<file path="src/rtl/mac_quantizer.sv">
// Rounds and saturates a MAC accumulator word to a signed Q-format output.
// The result is buffered in a 2-entry FIFO, together with saturation statistics.
module mac_quantizer #(
    parameter int ACC_WIDTH  = 40,
    parameter int OUT_WIDTH  = 16,
    parameter int FRAC_SHIFT = 15
) (
    input  logic                 clk,
    input  logic                 rst,
    input  logic                 clr,
    input  logic [ACC_WIDTH-1:0] acc_in,
    input  logic                 in_valid,
    output logic                 in_ready,
    output logic [OUT_WIDTH-1:0] out_data,
    output logic                 out_sat,
    output logic                 out_valid,
    input  logic                 out_ready,
    output logic                 ovf_sticky,
    output logic [7:0]           sat_count
);

    // One guard bit means adding the rounding constant can never wrap.
    localparam int RW = ACC_WIDTH + 1;

    localparam logic signed [RW-1:0] ROUND_ONE =
        {{(RW-FRAC_SHIFT){1'b0}}, 1'b1, {(FRAC_SHIFT-1){1'b0}}};
    localparam logic signed [RW-1:0] SAT_MAX =
        {{(RW-OUT_WIDTH+1){1'b0}}, {(OUT_WIDTH-1){1'b1}}};
    localparam logic signed [RW-1:0] SAT_MIN =
        {{(RW-OUT_WIDTH+1){1'b1}}, {(OUT_WIDTH-1){1'b0}}};

    logic signed [RW-1:0]  rounded;
    logic signed [RW-1:0]  shifted;
    logic [OUT_WIDTH-1:0]  q_data;
    logic                  q_sat;

    logic                  wr_ptr;
    logic                  rd_ptr;
    logic [1:0]            count;
    logic                  push;
    logic                  pop;

    logic [OUT_WIDTH-1:0]  mem_data [2];
    logic                  mem_sat  [2];

    // NOTE: every always_comb output gets a default first so no path leaves it unassigned (no latch).
    always_comb begin
        rounded = $signed({acc_in[ACC_WIDTH-1], acc_in}) + ROUND_ONE;
        shifted = rounded >>> FRAC_SHIFT;
        q_data  = shifted[OUT_WIDTH-1:0];
        q_sat   = 1'b0;
        if (shifted > SAT_MAX) begin
            q_data = {1'b0, {(OUT_WIDTH-1){1'b1}}};
            q_sat  = 1'b1;
        end else if (shifted < SAT_MIN) begin
            q_data = {1'b1, {(OUT_WIDTH-1){1'b0}}};
            q_sat  = 1'b1;
        end
    end

    // in_ready depends only on registered count and clr, never on out_ready.
    assign in_ready  = (count != 2'd2) && !clr;
    assign out_valid = (count != 2'd0);
    assign push      = in_valid && in_ready;
    assign pop       = out_valid && out_ready;

    // Storage is never reset; outputs are gated to zero while empty so they stay X-free.
    assign out_data  = out_valid ? mem_data[rd_ptr] : '0;
    assign out_sat   = out_valid ? mem_sat[rd_ptr]  : 1'b0;

    // NOTE: sequential state uses non-blocking assignments so all registers update from pre-edge values.
    always_ff @(posedge clk or negedge rst) begin
        if (!rst) begin
            wr_ptr     <= 1'b0;
            rd_ptr     <= 1'b0;
            count      <= 2'd0;
            ovf_sticky <= 1'b0;
            sat_count  <= 8'd0;
        end else if (clr) begin
            wr_ptr     <= 1'b0;
            rd_ptr     <= 1'b0;
            count      <= 2'd0;
            ovf_sticky <= 1'b0;
            sat_count  <= 8'd0;
        end else begin
            if (push) wr_ptr <= ~wr_ptr;
            if (pop)  rd_ptr <= ~rd_ptr;
            case ({push, pop})
                2'b10:   count <= count + 2'd1;
                2'b01:   count <= count - 2'd1;
                default: count <= count;
            endcase
            if (push && q_sat) begin
                ovf_sticky <= 1'b1;
                if (sat_count != 8'hFF) sat_count <= sat_count + 8'd1;
            end
        end
    end

    // NOTE: FIFO storage has no reset; validity is tracked solely by count.
    always_ff @(posedge clk) begin
        if (push) begin
            mem_data[wr_ptr] <= q_data;
            mem_sat[wr_ptr]  <= q_sat;
        end
    end

endmodule

</file>
<file path="config.mk">
export PLATFORM = sky130hd
export DESIGN_NAME = mac_quantizer
export DESIGN_NICKNAME = d
export VERILOG_FILES = /design/src/rtl/mac_quantizer.sv
export SDC_FILE = /design/constraint.sdc
export NUM_CORES = 1
export LEC_CHECK = 0
export ABC_CLOCK_PERIOD_IN_PS = 2740
export CAP_MARGIN = 20
export CORE_MARGIN = 2
export CORE_UTILIZATION = 25
export CTS_BUF_LIST = sky130_fd_sc_hd__clkbuf_4
export DETAILED_ROUTE_END_ITERATION = 12
export PLACE_DENSITY_LB_ADDON = 0.2
export SLEW_MARGIN = 20
export SYNTH_ARGS = -nofsm -noshare
export SYNTH_HDL_FRONTEND = slang
export SYNTH_SLANG_ARGS = --single-unit
</file>
<file path="constraint.sdc">
create_clock -name clk -period 2.74 [get_ports clk]
set_input_delay 0.548 -clock clk [delete_from_list [all_inputs] [get_ports clk]]
set_output_delay 0.548 -clock clk [all_outputs]
set_load 0.02 [all_outputs]
</file>
==> flow_summary_export.csv <==
group,metric,value,unit
clocking,cts.sinks,47,
synthesis,synth_edf_count,34,
worst_setup_path,worst_setup_path_start_kind,"input port",
cells_and_area,layout_commonest_cell,"buf_4",
power,powerDensity,366,nW/µm²
power,totalPowerFinal,1.50,mW
sta,finalSetupViolCount,0,
global_routing,antenna_found_initial,1,
global_routing,overflow,0,
power,p_leak,1.49,nW
route,num_vias,2405,
cells_and_area,final_cells,518,
cells_and_area,postLayoutCoreUtil,38.2,%
clocking,cts.path.max_buffers,2,
clocking,insertion_delay,0.36,ns
route,drt_iter0_drc,168,
clocking,ctsHoldBuffers,0,
route,vias_per_cell,4.64,
floorplanning,dieHeight,108,µm
clocking,numCtsBuffers,5,
power,ir_drop,0.174,mV
cells_and_area,nets,423,
floorplanning,rows,38,
clocking,cts-root-buf,"clkbuf_4",
hold_path,holdCritPathClass,"reg2reg",
synthesis,synth-main-ff-cell,"edfxtp_1",
synthesis,synthesis.area,2720,µm²
synthesis,synth_cells,265,
floorplanning,core-area,10700,µm²
route,finalWirelength,6970,µm
sta,slew_headroom,58.6,%
synthesis,syn_area_per_cell,10.3,µm²
sta,fin_skew,0.0177,ns
worst_setup_path,critical_path_arrival,3.00,ns
worst_setup_path,worst-setup-path-type,"in2reg",
hold_path,min_from,"sat_count[4]",
sta,max_freq,372,MHz
placed_design,portBuffers,58,
synthesis,yosys_warnings,0,
sta,hold_ws,0.515,ns
synthesis,ys_seq_area_share,49.4,%
worst_setup_path,cp-end-kind,"register",
cells_and_area,drive_gt1_share,27.1,%
route,ant_nets,0,
synthesis,ys_seq_elements,47,
sta,rsz0062_at_grt,"true",
worst_setup_path,r2r-start,"count[1]",
floorplanning,start_util,25.3,%
clocking,cts_tree,"yes",
global_routing,grt_max_degree,19,
sta,worst_slew_pin_slew,0.619,ns
clocking,h-tree-depth,2,
placed_design,gp_congestion,0.808,
sta,timing.final.hold_violations,0,
global_routing,grt_pass1_vias,2289,
cells_and_area,nFillCells,1115,
route,drt_first_pass_iters,4,
placed_design,dp_hpwl,5210,µm
run,maxCapViolCount,0,
floorplanning,io_pins,73,
synthesis,synthArstFlopShare,27.7,%
sta,min_period,2.69,ns
global_routing,grt_pass1_wl,10900,µm
synthesis,synth_cell_type_count,50,
route,wl_per_cell,13.5,µm
floorplanning,dieArea,11700,µm²
global_routing,grt_use_total,11.7,%
worst_setup_path,critPathRequiredTime,3.05,ns
status,status,"completed",
cells_and_area,layout_common_cells,"buf_4, clkdlybuf4s50_1, nor2_1",
cells_and_area,syn_to_final_growth,50.7,%
worst_setup_path,startpoint,"acc_in[17]",
floorplanning,die_width,108,µm
route,drc_errors,0,
worst_setup_path,path_max_fanout,7,
sta,slew_violations,0,
synthesis,syn-num-nets,312,
placed_design,dp_cells,507,
clocking,path_clk_slew,0.15,ns
sta,fin_crit_sh,98.1,%
what timing repair did:
action                                  4_1_cts  5_1_grt
gates resized for setup                      37       23
buffers inserted                              1        1
pin swaps                                     9       12
endpoints found under the setup margin       41       41
Yosys cell counts, drive strengths merged, types with 2 or more instances:
cell | n | area, µm²
o41ai | 3 | 26.3
o31ai | 4 | 30.0
or4 | 2 | 18.8
xor2 | 9 | 78.8
nor2 | 38 | 143
o21ai | 19 | 95.1
nor3 | 5 | 25.0
a21oi | 9 | 45.0
xnor2 | 9 | 78.8
dfrtp | 13 | 325
o31a | 2 | 17.5
ha | 2 | 25.0
and3 | 4 | 26.3
or3 | 3 | 20.0
nand2 | 20 | 75.1
edfxtp | 34 | 1020
a21boi | 3 | 22.5
nor4 | 5 | 46.3
clkbuf | 8 | 32.5
nand3 | 13 | 75.1
inv | 9 | 33.8
a2111oi | 2 | 23.8
o22ai | 2 | 12.5
nand4 | 8 | 56.3
mux2i | 19 | 190
mux2 | 3 | 41.3
or2 | 2 | 12.5
and2 | 2 | 12.5
sequential cells by signal (all words and copies together), names as in the netlist:
name        flops
sat_count       8
mem_data       32
rd_ptr          1
ovf_sticky      1
mem_sat         2
wr_ptr          1
count           2
power breakdown:
part / total [mW] / switching (mW) / internal [mW]
combinational: 0.364 / 0.188 / 0.175
sequential: 0.812 / 0.0147 / 0.797
clock: 0.327 / 0.229 / 0.0984
metal layers:
| layer | global-route usage [%] | wire length, µm | vias up |
|---|---|---|---|
| met2 | 20.9 | 3540 | 52 |
| met4 | 4.21 | 106 | 0 |
| met1 | 14.5 | 3090 | 1141 |
| met3 | 1.45 | 238 | 8 |
| li1 | - | - | 1204 |
| met5 | 0 | 0 | - |
worst max-delay path: stages:
cell and delay, ns:
clkdlybuf4s50_1 0.49, buf_4 0.13, nand4_1 0.15, buf_4 0.18, o21ai_1 0.21, o31ai_4 0.11
o22ai_2 0.14, nor4_2 0.07, mux2_4 0.34, buf_4 0.16, or3_1 0.35, a21oi_2 0.12
stage by stage:
| step | setup WS [ns] | area (µm²) | setup TNS (ns) |
|---|---|---|---|
| after detailed placement | -0.647 | 3850 | -23.74 |
| final | 0.0507 | 4100 | 0 |
| after floorplan | 0.0203 | 2730 | 0 |
| after CTS | -0.0000810 | 4000 | -0.0000810 |
| after global routing | -0.0158 | 4100 | -0.0158 |
| after global placement | -0.622 | 3850 | -21.60 |
worst paths after layout:
path	end	slack, ns	cells past startpoint
setup / recovery	sat_count[0]	0.05	12
hold / removal	sat_count[4]	0.52	1
setup reg to reg	sat_count[5]	0.62	7
hold reg to reg	sat_count[4]	0.52	1
max in group asynchronous	wr_ptr	1.78	1
min in group asynchronous	sat_count[3]	0.55	1
layout make-up:
cell class                      instances  area [µm²]  share of cell area [%]
Clock buffer                            5        37.5                   0.915
Inverter                                9        33.8                   0.823
Sequential cell                        47        1350                    32.8
Timing Repair Buffer                  113        1010                    24.6
Clock inverter                          3        20.0                   0.488
Tap cell                              140         175                    4.27
Multi-Input combinational cell        200        1480                    36.1
Antenna cell                            1        2.50                  0.0610
logic make-up (layout without fill, tap and decap cells):
kind of cell	after synthesis	after routing	synth area share, %
other	0	1	0
AOI/OAI and AO/OA	49	49	11.5
adders and majority gates	2	2	0.919
muxes	22	22	8.50
and+or+nand+nor	109	109	21.0
xor gates and xnor gates	18	18	5.79
DFF	47	47	49.4
buffers and inverters	18	130	2.85
No activity file was read; power rests on OpenSTA's default activity.
